File: config.mk
export PLATFORM = sky130hd
export DESIGN_NAME = mdu_sequencer
export DESIGN_NICKNAME = d
export VERILOG_FILES = /design/src/rtl/mdu_pkg.sv /design/src/rtl/mdu_step.sv /design/src/rtl/mdu_sequencer.sv
export SDC_FILE = /design/constraint.sdc
export NUM_CORES = 1
export LEC_CHECK = 0
export CORE_UTILIZATION = 45
export DETAILED_ROUTE_END_ITERATION = 8
export PLACE_DENSITY = 0.64
export SLEW_MARGIN = 10
export SYNTH_ARGS = -nofsm -noshare
export SYNTH_HDL_FRONTEND = slang
export SYNTH_SLANG_ARGS = --single-unit
File: constraint.sdc
create_clock -name clk -period 7.55 [get_ports clk]
set_input_delay 1.51 -clock clk [delete_from_list [all_inputs] [get_ports clk]]
set_output_delay 1.51 -clock clk [all_outputs]
set_load 0.01 [all_outputs]
File: src/rtl/mdu_pkg.sv
// Shared definitions for the multiply/divide sequencer: op encodings, FSM states, latency.
package mdu_pkg;

  localparam int MDU_WIDTH   = 32;
  localparam int MDU_CNT_W   = 6;
  localparam int MDU_LATENCY = MDU_WIDTH + 3;

  localparam logic [1:0] OP_MULT  = 2'b00;
  localparam logic [1:0] OP_MULTU = 2'b01;
  localparam logic [1:0] OP_DIV   = 2'b10;
  localparam logic [1:0] OP_DIVU  = 2'b11;

  typedef enum logic [2:0] {
    ST_IDLE = 3'd0,
    ST_PREP = 3'd1,
    ST_RUN  = 3'd2,
    ST_FIX  = 3'd3,
    ST_DONE = 3'd4
  } mdu_state_t;

  function automatic logic op_is_div(input logic [1:0] op);
    return op[1];
  endfunction

  function automatic logic op_is_signed(input logic [1:0] op);
    return ~op[0];
  endfunction

endpackage

File: src/rtl/mdu_step.sv
// One iteration of the MDU datapath: shift-add multiply step or restoring divide step.
module mdu_step #(
  parameter int WIDTH = 32
) (
  input  logic               is_div,
  input  logic [2*WIDTH-1:0] acc,
  input  logic [2*WIDTH-1:0] mcand,
  input  logic [WIDTH-1:0]   mplier,
  output logic [2*WIDTH-1:0] acc_nxt,
  output logic [2*WIDTH-1:0] mcand_nxt,
  output logic [WIDTH-1:0]   mplier_nxt
);

  logic [WIDTH:0] trial;
  logic [WIDTH:0] diff;

  always_comb begin
    acc_nxt    = acc;
    mcand_nxt  = mcand;
    mplier_nxt = mplier;
    // Divide: acc = {remainder, dividend/quotient}; divisor sits in mcand[WIDTH-1:0].
    trial = {acc[2*WIDTH-1:WIDTH], acc[WIDTH-1]};
    diff  = trial - {1'b0, mcand[WIDTH-1:0]};
    if (is_div) begin
      if (diff[WIDTH]) acc_nxt = {trial[WIDTH-1:0], acc[WIDTH-2:0], 1'b0};
      else             acc_nxt = {diff[WIDTH-1:0], acc[WIDTH-2:0], 1'b1};
    end else begin
      // Multiply keeps the product right-aligned; the multiplicand walks left instead.
      if (mplier[0]) acc_nxt = acc + mcand;
      mcand_nxt  = {mcand[2*WIDTH-2:0], 1'b0};
      mplier_nxt = {1'b0, mplier[WIDTH-1:1]};
    end
  end

endmodule

File: src/rtl/mdu_sequencer.sv
// Iterative MULT/MULTU/DIV/DIVU controller writing HI/LO; busy stalls the pipeline.
// Define MDU_EARLY_TERM_EN to end multiplies once the remaining multiplier bits are zero.
// Handshake: start is sampled only in IDLE/DONE while flush is low; done pulses once per
// accepted operation unless flush is high in that same cycle.
module mdu_sequencer
  import mdu_pkg::*;
#(
  parameter int WIDTH = MDU_WIDTH,
  parameter int CNT_W = MDU_CNT_W
) (
  input  logic             clk,
  input  logic             reset_n,
  input  logic             start,
  input  logic [1:0]       op,
  input  logic [WIDTH-1:0] srcA,
  input  logic [WIDTH-1:0] srcB,
  input  logic             flush,
  output logic             busy,
  output logic             done,
  output logic             div_by_zero,
  output logic [WIDTH-1:0] hi,
  output logic [WIDTH-1:0] lo,
  output mdu_state_t       state_dbg
);

  mdu_state_t state, state_nxt;

  logic [1:0]         op_q;
  logic [WIDTH-1:0]   a_q, b_q;
  logic               neg_q, rneg_q, dbz_q;
  logic [CNT_W-1:0]   cnt;
  logic [2*WIDTH-1:0] acc, mcand;
  logic [WIDTH-1:0]   mplier;
  logic [WIDTH-1:0]   res_hi, res_lo, hi_q, lo_q;

  logic [2*WIDTH-1:0] acc_step, mcand_step;
  logic [WIDTH-1:0]   mplier_step;
  logic               is_div, sign_a, sign_b, early_done;
  logic [WIDTH-1:0]   abs_a, abs_b;

  assign is_div = op_is_div(op_q);
  assign sign_a = op_is_signed(op_q) & a_q[WIDTH-1];
  assign sign_b = op_is_signed(op_q) & b_q[WIDTH-1];
  assign abs_a  = sign_a ? -a_q : a_q;
  assign abs_b  = sign_b ? -b_q : b_q;

  mdu_step #(.WIDTH(WIDTH)) u_step (
    .is_div     (is_div),
    .acc        (acc),
    .mcand      (mcand),
    .mplier     (mplier),
    .acc_nxt    (acc_step),
    .mcand_nxt  (mcand_step),
    .mplier_nxt (mplier_step)
  );

`ifdef MDU_EARLY_TERM_EN
  assign early_done = !is_div && (mplier_step == '0);
`else
  assign early_done = 1'b0;
`endif

  always_ff @(posedge clk or negedge reset_n) begin
    if (!reset_n) state <= ST_IDLE;
    else          state <= state_nxt;
  end

  always_comb begin
    state_nxt = state;
    case (state)
      ST_IDLE: if (start) state_nxt = ST_PREP;
      ST_PREP: state_nxt = (is_div && b_q == '0) ? ST_DONE : ST_RUN;
      ST_RUN:  if (cnt == CNT_W'(1) || early_done) state_nxt = ST_FIX;
      ST_FIX:  state_nxt = ST_DONE;
      ST_DONE: state_nxt = start ? ST_PREP : ST_IDLE;
      default: state_nxt = ST_IDLE;
    endcase
    if (flush) state_nxt = ST_IDLE;
  end

  always_ff @(posedge clk or negedge reset_n) begin
    if (!reset_n) begin
      op_q   <= '0;
      a_q    <= '0;
      b_q    <= '0;
      neg_q  <= 1'b0;
      rneg_q <= 1'b0;
      dbz_q  <= 1'b0;
      cnt    <= '0;
      acc    <= '0;
      mcand  <= '0;
      mplier <= '0;
      res_hi <= '0;
      res_lo <= '0;
      hi_q   <= '0;
      lo_q   <= '0;
    end else begin
      if (state == ST_DONE && !flush) begin
        hi_q <= res_hi;
        lo_q <= res_lo;
      end
      if ((state == ST_IDLE || state == ST_DONE) && start && !flush) begin
        op_q <= op;
        a_q  <= srcA;
        b_q  <= srcB;
      end
      case (state)
        ST_PREP: begin
          neg_q  <= sign_a ^ sign_b;
          rneg_q <= sign_a;
          cnt    <= CNT_W'(WIDTH);
          mplier <= abs_b;
          dbz_q  <= is_div && (b_q == '0);
          if (is_div) begin
            acc   <= {{WIDTH{1'b0}}, abs_a};
            mcand <= {{WIDTH{1'b0}}, abs_b};
          end else begin
            acc   <= '0;
            mcand <= {{WIDTH{1'b0}}, abs_a};
          end
          // Divide by zero skips the datapath and reports dividend / all-ones directly.
          res_hi <= a_q;
          res_lo <= '1;
        end
        ST_RUN: begin
          acc    <= acc_step;
          mcand  <= mcand_step;
          mplier <= mplier_step;
          cnt    <= cnt - CNT_W'(1);
        end
        ST_FIX: begin
          if (is_div) begin
            res_lo <= neg_q  ? -acc[WIDTH-1:0]       : acc[WIDTH-1:0];
            res_hi <= rneg_q ? -acc[2*WIDTH-1:WIDTH] : acc[2*WIDTH-1:WIDTH];
          end else begin
            {res_hi, res_lo} <= neg_q ? -acc : acc;
          end
        end
        default: ;
      endcase
    end
  end

  assign busy        = (state == ST_PREP) || (state == ST_RUN) || (state == ST_FIX);
  assign done        = (state == ST_DONE) && !flush;
  assign div_by_zero = done && dbz_q;
  assign hi          = done ? res_hi : hi_q;
  assign lo          = done ? res_lo : lo_q;
  assign state_dbg   = state;

endmodule
==> impl_metrics.csv, run 1 <==
group,metric,value,unit
status,status,"finished clean",
global_routing,antenna_found_initial,6,
logic_synthesis,synth_cell_types,72,
logic_synthesis,synth_cells,2777,
clock_tree,cts_inserted_buffers,43,
sta,skew,0.02933,ns
sta,period_minus_slack,5.595,ns
place,placed_area,26040,um^2
pwr,seq_power_share,30.5,%
worst_hold_path,hold_path_class,"reg -> reg",
sta,rsz0062_at_grt,"false",
die,die_h,233.2,um
clock_tree,clock_sinks,366,
die,die_x,233.2,um
place,routabilityCongestion,1.053,
finish,syn_to_final_growth,14.63,%
logic_synthesis,synth_ff_type,"dfrtp_1",
global_routing,grt_first_pass_wirelength,128700,um
worst_setup_path,crit_path_max_fanout,65,
sta,period_share,74.11,%
clock_tree,clk_path_buf_depth,3,
die,rows,84,
clock_tree,cts_tree,"done",
job,cap_violations,0,
sta,tightest_slew,1.215,ns
global_routing,grt_usage,31.19,%
global_routing,grt_max_degree,157,
logic_synthesis,synth_top_area_cell,"dfrtp_1",
global_routing,grt.overflow.total,0,
die,start_util,45.67,%
pwr,finalPower,10.65,mW
clock_tree,cts_max_level,2,
detailed_routing,post_drt_wl_per_cell,23.71,um
worst_setup_path,cp.required,6.04,ns
detailed_routing,ant_nets,0,
sta,timing.fmax,178.7,MHz
pwr,ir_drop,0.2382,mV
sta,fin_setup_tns,0,ns
logic_synthesis,ys_top_cells_by_area,"dfrtp_1, mux2_2, nand2_1",
logic_synthesis,yosysTopAreaCellShare,38.08,%
logic_synthesis,syn_nets,2950,
detailed_routing,drt_iter0_drc,1861,
place,place_hpwl,63980,um
pwr,power.leakage,12.23,nW
sta,setup_ws,1.955,ns
sta,slew_violations,0,
pwr,internal_power,5.812,mW
logic_synthesis,synth.cell_area,24050,um^2
clock_tree,cts_root_buffer,"clkbuf_16",
logic_synthesis,synth_edf_count,0,
clock_tree,insertion_delay,0.60,ns
place,io_buffers,139,
worst_setup_path,worstSetupPathType,"in -> out",
logic_synthesis,ys_seq_elements,366,
logic_synthesis,async_flop_share,100.0,%
pwr,clockPowerShare,21.1,%
detailed_routing,wl,84380,um
clock_tree,cts_resized,0,
worst_setup_path,cp-end-kind,"output pin",
pwr,power_density,386.4,nW/um^2
worst_setup_path,path_cells,"clkdlybuf4s50_1 -> nor3_1 -> and2_2 -> buf_4 -> mux2_2 -> clkdlybuf4s50_1",
detailed_routing,drt-vias-per-instance,6.133,
worst_setup_path,max_stage_delay,0.60,ns
sta,hold_viol_final,0,
clock_tree,path_clk_slew,0.06,ns
worst_setup_path,cpMostUsedCell,"clkdlybuf4s50_1",
sta,setup_viol,0,
sta,relSlewSlack,18.60,%
finish,drive_gt1_share,9.268,%
die,coreArea,52660,um^2
finish,fin_area,27570,um^2
pwr,p_switching,4.839,mW
pwr,combPwrFrac,48.4,%
logic_synthesis,seq_area_frac_synth,38.08,%
worst_setup_path,arrival,4.09,ns
detailed_routing,vias,21830,
global_routing,grt_pass1_vias,21110,
detailed_routing,drtPass1Iterations,6,
place,place_ws,1.974,ns
die,dieArea,54370,um^2
logic_synthesis,yosysWarnings,0,
clock_tree,cts_setup_buffers,0,
die,boundaryPins,140,
finish,fin_nets,3009,
worst_setup_path,worstSetupStartpointType,"primary input",
worst_setup_path,slowest_stage,"buf_4",
logic_synthesis,post_synth.cell_area_avg,8.660,um^2
pwr,sw_frac_of_total,45.43,%
detailed_routing,drc,0,
clock_tree,cts_hold_buf,0,
power groups by stage:
stage	logic (mW)	clock network (mW)	registers, mW
2_1_floorplan	3.58	0	2.89
3_3_place_gp	5.04	0	3.23
3_5_place_dp	5.06	0	3.25
4_1_cts	5.09	2.29	3.22
5_1_grt	5.62	2.39	3.30
6_report	5.16	2.25	3.24
synth_stat cells (25+ instances only):
library cell	instances
dfrtp_1	366
nand2_1	354
a221oi_1	30
o22a_1	32
a21oi_1	214
o21ai_1	53
ha_1	101
nand3_1	76
inv_1	74
mux2i_1	39
nor2_1	236
xnor2_1	114
a21o_1	62
a211oi_1	25
and3_1	26
o21ai_0	187
clkbuf_1	138
a31oi_1	38
mux2_2	130
nor3_1	50
xor2_1	83
sequential cells by signal, summed over array words and instances (netlist names):
signal     flops
lo_q          32
rneg_q         1
b_q           32
state_dbg      3
mcand         64
cnt            6
res_lo        32
acc           64
dbz_q          1
mplier        32
neg_q          1
hi_q          32
op_q           2
a_q           32
res_hi        32
routing by layer:
metal	global-route usage, %	wire [um]	part of all wire [%]	vias up
li1	-	-	-	10110
met1	41.69	36710	44	10760
met2	49.76	38370	45	775
met3	6.238	6164	7.3	175
met4	11.42	3063	3.6	10
met5	0	71	0.084	-
through the flow:
step / hold slack (ns) / std cells / util, %
6_report: 0.4794 / 3559 / 52.36
4_1_cts: 0.4782 / 3558 / 52.35
2_1_floorplan: 0.4403 / 2777 / -
3_5_place_dp: 0.4716 / 3479 / 49.45
5_1_grt: 0.5088 / 3558 / 52.35
3_3_place_gp: 0.4640 / 3479 / 49.45
kinds of logic (layout without fill, tap and decap cells):
| kind of cell | after synthesis | count (layout) | synth area share, % |
|---|---|---|---|
| compound gates | 812 | 812 | 21.20 |
| xor+xnor | 197 | 197 | 7.174 |
| fa+ha+maj | 103 | 103 | 5.421 |
| buf+inv | 235 | 328 | 3.699 |
| flops | 366 | 366 | 38.08 |
| mux | 169 | 169 | 7.710 |
| other cells | 0 | 1 | 0 |
| simple gates | 895 | 895 | 16.72 |
critical path, delay by kind of cell:
family,cells,cell delay (ns)
buffers and inverters,3,1.56
AND/OR/NAND/NOR,2,0.49
multiplexers,1,0.42
path summary, 6_finish.rpt:
path                                end  cells past startpoint  slack, ns     start
worst max-delay path             lo[20]                      6       1.95     flush
worst min-delay path             cnt[5]                      1       0.48    cnt[5]
worst max register to register  acc[56]                     13       2.76  mcand[0]
worst min register to register   cnt[5]                      1       0.48    cnt[5]
max in group asynchronous       acc[53]                      2       5.05   reset_n
min in group asynchronous       lo_q[3]                      1       1.02   reset_n
layout make-up:
cell class                      instances  area (um^2)
Inverter                               74        277.8
Multi-Input combinational cell       2176        14060
Timing Repair Buffer                  175         1679
Fill cell                            4932        25090
Sequential cell                       366         9164
Clock buffer                           61         1234
Antenna cell                            1        2.502
Clock inverter                         18        295.3
Tap cell                              688        860.8
cell usage in the layout, fill, tap and decap left out, drive strengths merged, types with 24 or more instances in the layout:
cell and count:
dfrtp 366, nand2 354, o21ai 241, nor2 236, a21oi 214, clkdlybuf4s50 138
mux2 130, xnor2 114, ha 101, xor2 83, nand3 76, inv 76
a21o 62, clkbuf 61, nor3 50, mux2i 39, a31oi 38, buf 37
o22a 32, a221oi 30, and3 26, a211oi 25, nand2b 24
No activity file was read; power rests on OpenSTA's default activity.
==> run 2: changes to the inputs <==
==> constraint.sdc (replaced) <==
create_clock -name clk -period 5.36 [get_ports clk]
set_input_delay 1.072 -clock clk [delete_from_list [all_inputs] [get_ports clk]]
set_output_delay 1.072 -clock clk [all_outputs]
set_load 0.01 [all_outputs]
==> run 2 against run 1 <==
Against the previous run: sequential cell count stayed put; combinational power is 44% higher; clock-buffer cell count stayed put; critical path depth stayed put; global-route usage is 0.30 points higher; power is 43% higher; die area stayed put; core utilization is 0.52 points higher; clock power is 47% higher; largest cell class unchanged; largest power group unchanged.
==> impl_metrics.csv, run 2 (synthesized netlist as in run 1, its figures left out) <==
group,metric,value,unit
status,status,"finished clean",
die,die_h,233.2,um
place,routabilityCongestion,1.004,
worst_setup_path,path_cells,"clkdlybuf4s50_1 -> nor3_1 -> and2_2 -> buf_4 -> mux2_2 -> clkdlybuf4s50_1",
clock_tree,clock_sinks,366,
finish,drive_gt1_share,9.889,%
die,boundaryPins,140,
global_routing,antenna_found_initial,3,
detailed_routing,ant_nets,0,
sta,timing.fmax,213.0,MHz
clock_tree,cts_setup_buffers,0,
global_routing,grt_usage,31.49,%
finish,syn_to_final_growth,15.76,%
global_routing,grt.overflow.total,0,
pwr,seq_power_share,29.4,%
worst_setup_path,arrival,3.62,ns
die,coreArea,52660,um^2
sta,rsz0062_at_grt,"false",
sta,slew_violations,0,
clock_tree,clk_path_buf_depth,3,
die,start_util,45.67,%
pwr,internal_power,8.349,mW
global_routing,grt_first_pass_wirelength,129800,um
worst_setup_path,r2r_cells,15,
finish,fill_cells,4928,
detailed_routing,drt_iter0_drc,2076,
finish,regArea,9164,um^2
sta,setup_viol,0,
worst_setup_path,cp.required,4.29,ns
sta,relSlewSlack,29.01,%
clock_tree,insertion_delay,0.59,ns
worst_setup_path,worstSetupStartpointType,"primary input",
pwr,power_density,546.8,nW/um^2
finish,final_common_cell,"dfrtp_1",
finish,final_cell_mix,"dfrtp_1, nand2_1, nor2_1",
sta,period_share,87.60,%
detailed_routing,post_drt_wl_per_cell,23.85,um
worst_setup_path,max_stage_delay,0.64,ns
worst_hold_path,holdPathStages,1,
finish,multi_input_area,14050,um^2
worst_setup_path,reg2reg_setup_slack,0.91,ns
clock_tree,cts_root_buffer,"clkbuf_16",
worst_setup_path,worstSetupPathType,"in -> out",
clock_tree,cts_inserted_buffers,45,
detailed_routing,drc,0,
sta,fin_setup_tns,0,ns
worst_setup_path,slowest_stage,"and2_2",
detailed_routing,vias,21830,
pwr,clockPowerShare,21.7,%
die,die_x,233.2,um
pwr,ir_drop,0.2984,mV
job,cap_violations,0,
detailed_routing,drt-vias-per-instance,6.092,
place,place_hpwl,65790,um
pwr,power.leakage,12.37,nW
worst_setup_path,crit_path_max_fanout,26,
sta,tightest_slew,1.061,ns
place,io_buffers,139,
worst_hold_path,hold_path_class,"reg -> reg",
worst_setup_path,rr_startpoint,"acc[32]",
global_routing,grt_pass1_vias,21000,
clock_tree,cts_hold_buf,0,
detailed_routing,drtPass1Iterations,5,
worst_hold_path,hold_end,"cnt[5]",
sta,skew,0.01446,ns
global_routing,grt_max_degree,103,
sta,period_minus_slack,4.696,ns
worst_setup_path,cpMostUsedCell,"clkdlybuf4s50_1",
finish,reg_top3,"acc x64, mcand x64",
pwr,sw_frac_of_total,45.15,%
clock_tree,cts_tree,"done",
die,rows,84,
die,dieArea,54370,um^2
clock_tree,cts_max_level,2,
worst_setup_path,r2r-end,"acc[33]",
finish,fin_nets,3031,
worst_setup_path,cp-end-kind,"output pin",
pwr,p_switching,6.874,mW
sta,hold_viol_final,0,
pwr,combPwrFrac,48.9,%
clock_tree,path_clk_slew,0.06,ns
clock_tree,cts_resized,0,
finish,utilization,52.87,%
worst_hold_path,min_from,"cnt[5]",
detailed_routing,wl,85460,um
-- run 2: cell count changes in the layout (fill, tap and decap cells not counted), moves of 2 or more --
cell,previous run,this run
buf_4,35,50
buf_12,1,6
clkbuf_8,9,4
clkbuf_16,43,46
diode_2,1,4
bufinv_16,6,8
clkbuf_1,9,11
clkinvlp_4,2,4
-- run 2: how the worst max path moves through the flow --
stage | depth (start not counted) | slack (ns) | startpoint | to
global placement | 6 | 0.78 | flush | hi[31]
global route | 6 | 0.54 | flush | lo[27]
finish | 6 | 0.66 | flush | hi[24]
floorplan | 17 | 1.51 | acc[31] | acc[32]
CTS | 6 | 0.67 | flush | lo[13]
detailed placement | 6 | 0.69 | flush | hi[22]
-- run 2: worst max-delay path, delay by kind of cell --
| family | cells | cell delay (ns) |
|---|---|---|
| AND/OR/NAND/NOR | 2 | 0.92 |
| buffers and inverters | 3 | 1.24 |
| multiplexers | 1 | 0.36 |
-- run 2: cell type report --
type,instances,area share [%]
Antenna cell,4,0.03595
Tap cell,688,3.092
Multi-Input combinational cell,2176,50.47
Sequential cell,366,32.92
Inverter,74,0.9977
Clock buffer,61,4.481
Timing Repair Buffer,195,6.795
Clock inverter,20,1.209
-- run 2: through the flow --
step	cells	hold slack, ns	setup WS (ns)	total power [mW]	cell area, um^2
2_1_floorplan	2777	0.4403	1.513	9.117	24050
3_3_place_gp	3499	0.4645	0.7766	11.73	26250
3_5_place_dp	3499	0.4726	0.6904	11.79	26250
4_1_cts	3580	0.4821	0.6694	15.14	27830
5_1_grt	3580	0.5063	0.5434	16.10	27830
6_report	3584	0.4791	0.6645	15.22	27840
-- run 2: power groups by stage --
stage	clock network (mW)	logic, mW	registers, mW
2_1_floorplan	0	5.05	4.07
3_3_place_gp	0	7.25	4.48
3_5_place_dp	0	7.29	4.50
4_1_cts	3.36	7.33	4.46
5_1_grt	3.46	8.07	4.57
6_report	3.30	7.44	4.48
-- run 2: layer usage --
metal | global-route usage, % | share of wire (%) | up-vias
met1 | 43.14 | 45 | 10780
met4 | 10.83 | 3.4 | 4
met5 | 0 | 0.033 | -
li1 | - | - | 10150
met2 | 51.00 | 46 | 733
met3 | 4.028 | 6.0 | 162
